File: src/rtl/button_debounce_multi_pkg.sv
// Shared definitions for the multi-channel button debouncer: FSM state
// encodings and the width helper used to size the per-channel counters.
package button_debounce_multi_pkg;

  typedef enum logic [1:0] {
    ST_IDLE    = 2'd0,
    ST_PRESSED = 2'd1,
    ST_HELD    = 2'd2
  } btn_state_e;

  // Ceiling log2 of a positive count (number of bits to hold 0..value-1).
  function automatic int bdm_clog2(input int value);
    int w;
    int v;
    w = 32'sd0;
    v = value - 32'sd1;
    while (v > 32'sd0) begin
      v = v >>> 32'sd1;
      w = w + 32'sd1;
    end
    return w;
  endfunction

  // Counter width for a terminal count of 'cycles', never below one bit.
  function automatic int cnt_width(input int cycles);
    int w;
    w = bdm_clog2(cycles);
    return (w < 32'sd1) ? 32'sd1 : w;
  endfunction

endpackage

File: src/rtl/button_debounce_multi_channel.sv
// One button channel: pin synchroniser, debounce counter, press/held FSM
// with long-press and auto-repeat counters. All outputs are registered.
module button_debounce_multi_channel
  import button_debounce_multi_pkg::*;
#(
  parameter int ACTIVE_LOW        = 1,
  parameter int SYNC_STAGES       = 2,
  parameter int DEBOUNCE_CYCLES   = 2000000,
  parameter int LONG_PRESS_CYCLES = 100000000,
  parameter int REPEAT_CYCLES     = 20000000
) (
  input  logic clk,
  input  logic rst_n,
  input  logic btn_in,
  input  logic repeat_en,
  output logic btn_level,
  output logic press_pulse,
  output logic release_pulse,
  output logic long_pulse,
  output logic repeat_pulse
);

  localparam int DW = cnt_width(DEBOUNCE_CYCLES);
  localparam int HW = cnt_width(LONG_PRESS_CYCLES);
  localparam int RW = cnt_width(REPEAT_CYCLES);

  // Pin level seen while the button is not pressed.
  localparam logic RELEASED_PIN = (ACTIVE_LOW != 32'sd0) ? 1'b1 : 1'b0;

  localparam logic [DW-1:0] D_LAST = DW'(DEBOUNCE_CYCLES - 32'sd1);
  localparam logic [HW-1:0] H_LAST = HW'(LONG_PRESS_CYCLES - 32'sd1);
  localparam logic [RW-1:0] R_LAST = RW'(REPEAT_CYCLES - 32'sd1);
  localparam logic [DW-1:0] D_ONE  = DW'(32'd1);
  localparam logic [HW-1:0] H_ONE  = HW'(32'd1);
  localparam logic [RW-1:0] R_ONE  = RW'(32'd1);

  logic [SYNC_STAGES-1:0] sync_q;
  logic                   pressed_raw_s;

  logic [DW-1:0] dcnt_q, dcnt_d;
  logic          level_q, level_d;
  logic          accept_press_s, accept_release_s;

  btn_state_e    state_q, state_d;
  logic [HW-1:0] hcnt_q, hcnt_d;
  logic [RW-1:0] rcnt_q, rcnt_d;
  logic          press_q, press_d;
  logic          release_q, release_d;
  logic          long_q, long_d;
  logic          repeat_q, repeat_d;

  // Synchroniser shift chain; resets to the released pin level so a reset
  // while pressed forces a fresh debounce afterwards.
  always_ff @(posedge clk or negedge rst_n) begin
    if (!rst_n) begin
      sync_q <= {SYNC_STAGES{RELEASED_PIN}};
    end else begin
      sync_q <= {sync_q[SYNC_STAGES-2:0], btn_in};
    end
  end

  // Polarity-normalised pressed indication: 1 = pressed.
  assign pressed_raw_s = sync_q[SYNC_STAGES-1] ^ RELEASED_PIN;

  // Debounce: count consecutive disagreeing cycles, any agreement restarts.
  always_comb begin
    dcnt_d  = '0;
    level_d = level_q;
    if (pressed_raw_s != level_q) begin
      if (dcnt_q == D_LAST) begin
        level_d = ~level_q;
        dcnt_d  = '0;
      end else begin
        dcnt_d = dcnt_q + D_ONE;
      end
    end else begin
      dcnt_d = '0;
    end
  end

  assign accept_press_s   = level_d & ~level_q;
  assign accept_release_s = ~level_d & level_q;

  // FSM next state, hold/repeat counters and pulse generation; an accepted
  // release always takes precedence over long/repeat thresholds.
  always_comb begin
    state_d   = state_q;
    hcnt_d    = hcnt_q;
    rcnt_d    = rcnt_q;
    press_d   = 1'b0;
    release_d = 1'b0;
    long_d    = 1'b0;
    repeat_d  = 1'b0;
    case (state_q)
      ST_IDLE: begin
        hcnt_d = '0;
        rcnt_d = '0;
        if (accept_press_s) begin
          state_d = ST_PRESSED;
          press_d = 1'b1;
        end else begin
          state_d = ST_IDLE;
        end
      end
      ST_PRESSED: begin
        if (accept_release_s) begin
          state_d   = ST_IDLE;
          release_d = 1'b1;
          hcnt_d    = '0;
          rcnt_d    = '0;
        end else if (hcnt_q == H_LAST) begin
          state_d = ST_HELD;
          long_d  = 1'b1;
          rcnt_d  = '0;
        end else begin
          hcnt_d = hcnt_q + H_ONE;
        end
      end
      ST_HELD: begin
        if (accept_release_s) begin
          state_d   = ST_IDLE;
          release_d = 1'b1;
          hcnt_d    = '0;
          rcnt_d    = '0;
        end else if (!repeat_en) begin
          rcnt_d = '0;
        end else if (rcnt_q == R_LAST) begin
          repeat_d = 1'b1;
          rcnt_d   = '0;
        end else begin
          rcnt_d = rcnt_q + R_ONE;
        end
      end
      default: begin
        state_d = ST_IDLE;
        hcnt_d  = '0;
        rcnt_d  = '0;
      end
    endcase
  end

  // State, counter and output registers.
  always_ff @(posedge clk or negedge rst_n) begin
    if (!rst_n) begin
      dcnt_q    <= '0;
      level_q   <= 1'b0;
      state_q   <= ST_IDLE;
      hcnt_q    <= '0;
      rcnt_q    <= '0;
      press_q   <= 1'b0;
      release_q <= 1'b0;
      long_q    <= 1'b0;
      repeat_q  <= 1'b0;
    end else begin
      dcnt_q    <= dcnt_d;
      level_q   <= level_d;
      state_q   <= state_d;
      hcnt_q    <= hcnt_d;
      rcnt_q    <= rcnt_d;
      press_q   <= press_d;
      release_q <= release_d;
      long_q    <= long_d;
      repeat_q  <= repeat_d;
    end
  end

  assign btn_level     = level_q;
  assign press_pulse   = press_q;
  assign release_pulse = release_q;
  assign long_pulse    = long_q;
  assign repeat_pulse  = repeat_q;

endmodule

File: src/rtl/button_debounce_multi.sv
// Button bank front end: NUM_BTN fully independent debounce channels with
// bit-sliced ports.
module button_debounce_multi
  import button_debounce_multi_pkg::*;
#(
  parameter int NUM_BTN           = 4,
  parameter int ACTIVE_LOW        = 1,
  parameter int SYNC_STAGES       = 2,
  parameter int DEBOUNCE_CYCLES   = 2000000,
  parameter int LONG_PRESS_CYCLES = 100000000,
  parameter int REPEAT_CYCLES     = 20000000
) (
  input  logic               clk,
  input  logic               rst_n,
  input  logic [NUM_BTN-1:0] btn_in,
  input  logic [NUM_BTN-1:0] repeat_en,
  output logic [NUM_BTN-1:0] btn_level,
  output logic [NUM_BTN-1:0] press_pulse,
  output logic [NUM_BTN-1:0] release_pulse,
  output logic [NUM_BTN-1:0] long_pulse,
  output logic [NUM_BTN-1:0] repeat_pulse
);

  for (genvar g = 0; g < NUM_BTN; g++) begin : g_ch
    button_debounce_multi_channel #(
      .ACTIVE_LOW       (ACTIVE_LOW),
      .SYNC_STAGES      (SYNC_STAGES),
      .DEBOUNCE_CYCLES  (DEBOUNCE_CYCLES),
      .LONG_PRESS_CYCLES(LONG_PRESS_CYCLES),
      .REPEAT_CYCLES    (REPEAT_CYCLES)
    ) u_ch (
      .clk          (clk),
      .rst_n        (rst_n),
      .btn_in       (btn_in[g]),
      .repeat_en    (repeat_en[g]),
      .btn_level    (btn_level[g]),
      .press_pulse  (press_pulse[g]),
      .release_pulse(release_pulse[g]),
      .long_pulse   (long_pulse[g]),
      .repeat_pulse (repeat_pulse[g])
    );
  end

endmodule
File: config.mk
export PLATFORM = sky130hd
export DESIGN_NAME = button_debounce_multi
export DESIGN_NICKNAME = d
export VERILOG_FILES = /design/src/rtl/button_debounce_multi_pkg.sv /design/src/rtl/button_debounce_multi_channel.sv /design/src/rtl/button_debounce_multi.sv
export SDC_FILE = /design/constraint.sdc
export NUM_CORES = 1
export LEC_CHECK = 0
export BUFFER_PORTS_ARGS = -buffer_cell sky130_fd_sc_hd__buf_2
export CORE_MARGIN = 3
export CORE_UTILIZATION = 60
export CTS_CLUSTER_DIAMETER = 120
export CTS_CLUSTER_SIZE = 8
export DETAILED_ROUTE_END_ITERATION = 7
export PLACE_DENSITY = 0.74
export SLEW_MARGIN = 20
export SYNTH_ARGS = -nofsm -noshare
export SYNTH_HDL_FRONTEND = slang
export SYNTH_SLANG_ARGS = --single-unit
File: constraint.sdc
create_clock -name clk -period 3.3 [get_ports clk]
set_input_delay 0.825 -clock clk [delete_from_list [all_inputs] [get_ports clk]]
set_output_delay 0.825 -clock clk [all_outputs]
set_load 0.02 [all_outputs]
==> impl.org, run 1 <==
** Global routing
- The via count of the first global-routing pass was 14570.
- The first global-routing pass estimated 69300 um of wire.
- Across every metal layer, demand over resource in global routing totals 25.63%.
- Total global routing overflow :: 0
- Initial antenna violation count :: 0
- Maximum number of pins on one net before global-route repair :: 79

** Logic synthesis
- FFs w/ async S/R, synth :: 100.0%
- Warnings from Yosys :: 0
- Cell variety after synth :: 75
- Among all flip-flop cells after synthesis, the most frequent one is sky130_fd_sc_hd__dfrtp_1.
- Cells taking the most area after synthesis :: sky130_fd_sc_hd__dfrtp_1 45%, sky130_fd_sc_hd__nor2_1 4.9%, sky130_fd_sc_hd__nand3_1 4.6%
- Sequential fraction of the synthesis area :: 46.00%
- The number of nets in the synthesized netlist is 2027.
- In the synthesized netlist, the number of instances is 1993.
- EDFF count, synth :: 0
- Area share of the largest cell type after synthesis :: 44.82%
- The synthesized netlist occupies a cell area of 17860 sq um.
- In this run, synthesis produced a sequential element count of 328.
- Avg Synthesized Cell Area :: 8.964 sq um
- Cell accounting for the most synthesized area :: sky130_fd_sc_hd__dfrtp_1

** Layout
- Leading cell types in the layout, fill and taps excluded :: 320 x sky130_fd_sc_hd__dfrtp_1, 232 x sky130_fd_sc_hd__nor2_1, 188 x sky130_fd_sc_hd__nand2_1
- In the final design database the tool counted 2051 nets.
- Leading cell type in the layout, fill and taps excluded :: sky130_fd_sc_hd__dfrtp_1
- FF+latch area :: 8218 sq um
- Cells with a size suffix above 1 make up 8.068% of the layout.
- Compared with the post-synthesis result, the final layout area differs by 10.25%.
- Area of the multi-input gates :: 8982 sq um
- Final antenna diode count :: 0
- Fill cell count :: 2381

** Placed design
- Number of buffer cells added on primary ports :: 29
- Placer congestion estimate :: 0.8813
- Post-detail-place hpwl :: 27570 um
- Worst slack at placement :: 378.8 ps

** Timing
- At the pin with the least slew margin, the transition time is 1119 ps.
- Summed over all failing endpoints, the final setup total negative slack is 0 ps.
- Setup repair after global routing missed its margin :: false
- Count of endpoints failing setup in the final report :: 0
- Final worst slack :: 378.2 ps
- In the finished design, the share of the clock period the worst path needs comes to 88.54%.
- Hold violation count in the final report :: 0
- The final number of max-transition violations is 0.
- Max Freq :: 342.3 MHz
- On the final layout, the worst clock skew is 10.48 ps.
- Measured against its own limit, the worst slew margin works out to 25.25%.
- Post-route minimum period :: 2922 ps

** Route
- Once detail routing completed, the nets flagged for antenna violations numbered 0.
- The final route contains 15220 vias.
- The final layout contains routed wiring with a total length of 40780 um.
- Iteration count of the initial detailed-routing pass :: 6
- Dividing the detail-routed wire length by the instance count gives 16.79 um.
- In the routed design, unresolved DRC markers number 0.
- In the routed layout, each cell is associated on average with a via count of 6.267.
- In this run, the number of DRC markers left after iteration 0 of detailed routing was 1440.

** Die
- Die span in y :: 178.6 um
- Effective utilization at floorplan :: 61.57%
- Number of core rows :: 62
- Die area :: 31880 sq um
- Core ar. :: 29010 sq um
- Pin placement for this block handled 30 I/O pins.
- Measured along the x axis, the die boundary spans 178.6 um.

** Setup path
- Cells along the critical path :: ha_1 -> nand3_1 -> or4_1 -> o21ai_1 -> nor2b_1 -> nor2_1 -> buf_4 -> a221o_1
- STA puts the critical path data required time at 3710 ps.
- STA classifies the critical path startpoint as a flop.
- Category of the worst setup path capture point :: flop
- At the worst endpoint, the arrival time is 3330 ps.
- Path type of the worst setup path :: flop to flop
- CP max-delay cell :: sky130_fd_sc_hd__nor2b_1
- Top fanout value on the critical path :: 15
- Delay of the slowest cell on the worst path :: 870 ps

** Clocking
- The longest clock path from root to sink contains 3 buffers.
- Clock tree synthesis selected as its root buffer the cell sky130_fd_sc_hd__clkbuf_16.
- In this run the post-CTS setup repair buffer count came out at 0.
- In this run, CTS created clock tree buffers numbering 46.
- Clock latency at the later pin of the worst-skew pair :: 530 ps
- Clk sinks :: 328
- For this design, the CTS-stage hold fixing added 0 buffers.
- After clock tree synthesis, the clock-pin slew on the worst setup and hold paths is 60 ps.
- TritonCTS built the clock tree.
- The H-tree was split into 2 levels.
- Post-CTS repair changed the size of 0 cells.

** Hold path
- Class of the tightest hold or removal check :: primary input to async pin

** Run status
- The flow ran to the end, and the final reports show no timing, DRC or antenna violations.

** Power
- For this design the ratio of total power to cell area is 431.4 nW/um^2.
- Leakage Power :: 8.157 nW
- Worst supply voltage drop on vdd :: 0.0004272 V

** Job
- The tool flagged a number of max-cap violations equal to 0.
synthesized netlist by cell type, types with 42 or more instances:
cell,number
sky130_fd_sc_hd__clkbuf_1,58
sky130_fd_sc_hd__nand3_1,163
sky130_fd_sc_hd__dfrtp_1,320
sky130_fd_sc_hd__nand4_1,65
sky130_fd_sc_hd__or3_1,42
sky130_fd_sc_hd__nor2_1,232
sky130_fd_sc_hd__nand2_1,188
sky130_fd_sc_hd__o21ai_0,115
sky130_fd_sc_hd__nor3_1,64
sky130_fd_sc_hd__and3_1,53
sky130_fd_sc_hd__inv_1,49
sky130_fd_sc_hd__a21oi_1,91
sky130_fd_sc_hd__xor2_1,43
flip-flops by register name, summed over array words and instances, names as in the netlist:
name / flops
g_ch.u_ch.sync_q: 8
g_ch.u_ch.repeat_pulse: 4
g_ch.u_ch.state_q: 8
g_ch.u_ch.press_pulse: 4
g_ch.u_ch.dcnt_q: 84
g_ch.u_ch.rcnt_q: 100
g_ch.u_ch.release_pulse: 4
g_ch.u_ch.long_pulse: 4
g_ch.u_ch.hcnt_q: 108
g_ch.u_ch.btn_level: 4
critical path, delay by kind of cell (launching register included):
kind	cells	cell delay (ps)
DFF	1	410
buffers and inverters	1	220
adders and majority gates	1	230
and+or+nand+nor	4	1500
AOI/OAI and AO/OA	2	430
metal layers:
layer	vias up	routed length (um)	track usage [%]	share of wire, %
met5	-	0	0	0
met4	0	814	7.565	2.0
met3	82	1801	3.363	4.4
met2	423	19430	41.80	48
met1	7392	18730	35.95	46
li1	7325	-	-	-
area by class of cell:
| class | count | share of cell area, % |
|---|---|---|
| Inverter | 49 | 0.9339 |
| Clock inverter | 1 | 0.04447 |
| Tap cell | 384 | 2.439 |
| Multi-Input combinational cell | 1520 | 45.61 |
| Timing Repair Buffer | 72 | 2.744 |
| Clock buffer | 75 | 6.505 |
| Sequential cell | 328 | 41.73 |
kinds of logic after synthesis:
family	Yosys count	synth area share [%]
buf+inv	145	3.796
xor+xnor	82	4.020
mux	12	0.6934
fa+ha+maj	24	1.681
flops	328	46.00
compound gates	406	14.84
simple gates	996	28.97
report_power, final:
part           switching, mW  internal [mW]
sequential            0.0159           4.05
combinational          0.109         0.0346
clock                   1.68           2.61
stage by stage:
stage               instances  power [mW]  hold WS [ps]  utilization [%]  instance area [sq um]
floorplan                1993       4.164         345.2                -                  17860
global placement         2353       4.280         345.6            63.43                  18400
detailed placement       2353       4.284         346.9            63.43                  18400
CTS                      2429       8.593         308.0            67.87                  19690
global route             2429       8.793         332.3            67.88                  19700
finish                   2429       8.497         301.7            67.88                  19700
worst paths after layout:
path	slack, ps	start	to	cells after the start
worst min register to register	350	g_ch[2].u_ch.sync_q[0]	g_ch[2].u_ch.sync_q[1]	0
worst max-delay path	380	g_ch[3].u_ch.dcnt_q[0]	g_ch[3].u_ch.rcnt_q[3]	8
worst max register to register	380	g_ch[3].u_ch.dcnt_q[0]	g_ch[3].u_ch.rcnt_q[3]	8
min in group clk	350	g_ch[2].u_ch.sync_q[0]	g_ch[2].u_ch.sync_q[1]	0
worst min-delay path	300	rst_n	g_ch[2].u_ch.rcnt_q[5]	1
max in group asynchronous	2070	rst_n	g_ch[1].u_ch.rcnt_q[15]	3
Note: power is estimated with default switching activity, not from simulation.
==> run 2, diff against run 1 <==
SYNTH_HIERARCHICAL = 1   (was not set)
==> run 2 against run 1 <==
First-iteration DRC count down 11%. Global-route usage down 0.088 points. Clock skew is 5.7 ps higher. Non-clock buffer count shrank 11. Die area down 0.77%. Final cell count is 1.6% lower. Critical path type unchanged.
==> impl.org, run 2 <==
** Route
- Detailed-route DRC error count :: 0
- The detail route stage leaves a number of antenna-violating nets equal to 0.
- After the first detailed-routing iteration, the DRC count stood at 1288.
- Highest signal layer in the routed design :: met4
- Routed via count divided by cell count :: 6.228
- The routed design has 39700 um of wire.
- After detailed routing, the average wire length per cell comes to 16.61 um.
- Met1 Routed Length :: 18570 um
- Met2 wirelength from detailed routing :: 18280 um
- Detailed routing placed a total of 2135 um of wire on met3.
- Across all layers, the routed design uses 14890 vias.
- The first detailed-routing pass took 6 iterations.

** Power
- Leakage Power :: 8.050 nW
- Relative contribution of combinational cells to total power :: 1.6%
- In this run the power spent charging and discharging nets is 1.806 mW.
- Worst supply voltage drop on vdd :: 0.0003969 V
- In this run switching power makes up 20.94% of total power.
- For this design the ratio of total power to cell area is 437.4 nW/um^2.
- The clock network burns 51.2% of the power.
- Sequential group share of total power :: 47.2%
- Design internal power :: 6.821 mW

** Logic synthesis
- Counting flops and latches in the post-synthesis netlist gives 328.
- Area share of the largest cell type after synthesis :: 45.18%
- Sorting the synthesized cells by how often they occur yields 320 x sky130_fd_sc_hd__dfrtp_1, 296 x sky130_fd_sc_hd__nor2_1, 169 x sky130_fd_sc_hd__nand2_1.
- Yosys instantiated no cell more often than sky130_fd_sc_hd__dfrtp_1.
- Cell variety after synth :: 73
- Top_reg_cell synth :: sky130_fd_sc_hd__dfrtp_1
- Avg Synthesized Cell Area :: 9.225 sq um
- Sequential fraction of the synthesis area :: 46.37%
- By area the synthesized netlist is led by sky130_fd_sc_hd__dfrtp_1 45%, sky130_fd_sc_hd__nor2_1 6.3%, sky130_fd_sc_hd__xor2_1 4.4%.
- After synthesis, the share of flip-flops with an asynchronous set or reset is 100.0%.
- Counting flops with a built-in enable in the synthesized netlist gives 0.
- After synthesis the cells add up to 17720 sq um.
- Warnings from Yosys :: 6
- The number of nets in the synthesized netlist is 1955.
- Cell accounting for the most synthesized area :: sky130_fd_sc_hd__dfrtp_1
- Counting every instance in the synthesized netlist gives 1921.

** Layout
- Of the cells placed in the final design, the portion with a size suffix greater than 1 is 9.023%.
- Util after Layout :: 68.17%
- In the final design database the tool counted 2003 nets.
- Register with the highest flop count :: g_ch.u_ch/hcnt_q
- Number of flip-flops under the largest register name :: 108
- Area added between synthesis and finish :: 11.30%
- Leaving out fill and tap cells, the most frequent cell in the layout is sky130_fd_sc_hd__dfrtp_1.
- The largest registers in the layout are g_ch.u_ch/hcnt_q x108, g_ch.u_ch/rcnt_q x100, g_ch.u_ch/dcnt_q x84.
- Leading cell types in the layout, fill and taps excluded :: 320 x sky130_fd_sc_hd__dfrtp_1, 295 x sky130_fd_sc_hd__nor2_1, 169 x sky130_fd_sc_hd__nand2_1
- Final antenna diode count :: 0

** Job
- The tool flagged a number of max-cap violations equal to 0.

** Timing
- Setup repair after global routing missed its margin :: false
- The tightest hold path in the finished design has a slack of 245.7 ps.
- For the final routed database, the setup TNS stands at 0 ps.
- Count of endpoints failing setup in the final report :: 0
- Slew at the pin with the worst max-slew slack :: 934.9 ps
- Max Freq :: 351.5 MHz
- After layout, the worst path uses 86.21% of the clock period.
- Max Slew Vio Count :: 0
- The clock arrives with 16.17 ps of skew.
- In this run the tightest slew margin relative to its limit is 37.61%.
- The count of endpoints failing hold in the final timing report is 0.
- Subtracting the final worst setup slack from the clock period gives 2845 ps.

** Die
- The floorplan step defined a core boundary enclosing 28940 sq um.
- Die area :: 31630 sq um
- Effective utilization at floorplan :: 61.25%
- Die span in y :: 177.9 um
- The floorplan step set the die width to 177.9 um.
- During I/O placement, the number of pins put on the boundary was 30.
- Number of core rows :: 62

** Global routing
- Initial antenna violation count :: 0
- Number of global-route vias before repair :: 14330
- Maximum number of pins on one net before global-route repair :: 81
- Across every metal layer, demand over resource in global routing totals 25.54%.
- First-pass GRT wire length :: 68560 um
- For this run the aggregate overflow at the end of global routing stands at 0.

** Setup path
- The critical path is of the flop to flop type.
- Along the worst path, the maximum fanout reaches 17.
- Kind of launch point of the worst setup path :: flop
- Signal arrival time at the worst endpoint :: 3260 ps
- The worst register-to-register path has a depth of 6.
- STA puts the critical path data required time at 3710 ps.
- The worst setup path is captured at a flop.

** Run status
- Outcome :: finished clean

** Hold path
- Class of the tightest hold or removal check :: primary input to async pin

** Clocking
- Clock buffer depth :: 3
- Clock-pin slew was measured on the worst setup and hold paths at 50 ps.
- TritonCTS clock tree :: yes
- Clock latency on the worst-skew pair, taken at its later pin, is 540 ps.
- The H-tree generated during clock tree synthesis spans 2 levels.
- The clock drives 328 sinks.
- Number of buffers inserted during clock tree synthesis :: 46
- Library cell used as clock root buffer :: sky130_fd_sc_hd__clkbuf_16
- Buffers added to address setup during post-CTS repair amount to 0.

** Placed design
- Detailed placement ended at an HPWL of 26140 um.
- Number of buffer cells added on primary ports :: 29
- Placer congestion estimate :: 0.8772
-- run 2: worst max-delay path, stage by stage, from the launching register on --
cell and delay [ps]:
sky130_fd_sc_hd__dfrtp_1 420, sky130_fd_sc_hd__or4_4 550, sky130_fd_sc_hd__nor4_4 300, sky130_fd_sc_hd__nand3_2 360, sky130_fd_sc_hd__nand2b_1 280, sky130_fd_sc_hd__nand2_1 350, sky130_fd_sc_hd__o311ai_0 450
-- run 2: layout make-up --
class | count | area (sq um)
Fill cell | 2295 | 9211
Sequential cell | 328 | 8218
Clock buffer | 85 | 1361
Tap cell | 384 | 480.5
Inverter | 42 | 157.7
Timing Repair Buffer | 61 | 420.4
Multi-Input combinational cell | 1490 | 9086
-- run 2: path summary, 6_finish.rpt --
check | start | to | slack (ps)
setup / recovery | g_ch[3].u_ch/hcnt_q[12] | g_ch[3].u_ch/rcnt_q[20] | 450
hold / removal | rst_n | g_ch[0].u_ch/hcnt_q[13] | 250
setup reg to reg | g_ch[3].u_ch/hcnt_q[12] | g_ch[3].u_ch/rcnt_q[20] | 450
hold reg to reg | g_ch[3].u_ch/sync_q[0] | g_ch[3].u_ch/sync_q[1] | 350
max in group asynchronous | rst_n | g_ch[1].u_ch/sync_q[0] | 2080
min in group clk | g_ch[3].u_ch/sync_q[0] | g_ch[3].u_ch/sync_q[1] | 350
-- run 2: per-layer routing --
metal / up-vias / GRT usage, %
met1: 7270 / 36.61
met4: 0 / 7.264
met2: 464 / 40.58
li1: 7078 / -
met5: - / 0
met3: 73 / 3.787
-- run 2: power by group through the flow --
stage / Clock (mW) / Combinational [mW] / Sequential (mW)
2_1_floorplan: 0 / 0.0368 / 4.13
3_3_place_gp: 0 / 0.145 / 4.13
3_5_place_dp: 0 / 0.146 / 4.13
4_1_cts: 4.54 / 0.147 / 4.07
5_1_grt: 4.72 / 0.165 / 4.07
6_report: 4.42 / 0.139 / 4.07
-- run 2: per-stage QoR --
| step | cells | total power, mW | area [sq um] | setup WS [ps] |
|---|---|---|---|---|
| global placement | 2305 | 4.277 | 18350 | 304.4 |
| finish | 2390 | 8.627 | 19720 | 455.0 |
| detailed placement | 2305 | 4.280 | 18350 | 184.9 |
| CTS | 2390 | 8.750 | 19720 | 142.2 |
| global route | 2390 | 8.955 | 19720 | 206.1 |
| floorplan | 1921 | 4.167 | 17720 | 1021 |
-- run 2: kinds of logic after synthesis --
family | share of synthesized area, %
XOR/XNOR | 7.314
adder cells (fa/ha/maj) | 1.694
flip-flops | 46.37
AND/OR/NAND/NOR | 28.35
multiplexers | 0.5295
AO/OA/AOI/OAI | 13.34
buffers and inverters | 2.407
-- run 2: repair_timing --
| action | 4_1_cts | 5_1_grt |
|---|---|---|
| resized for setup | 0 | 1 |
| hold buffers | 0 | 0 |
| setup endpoints to repair | 0 | 4 |
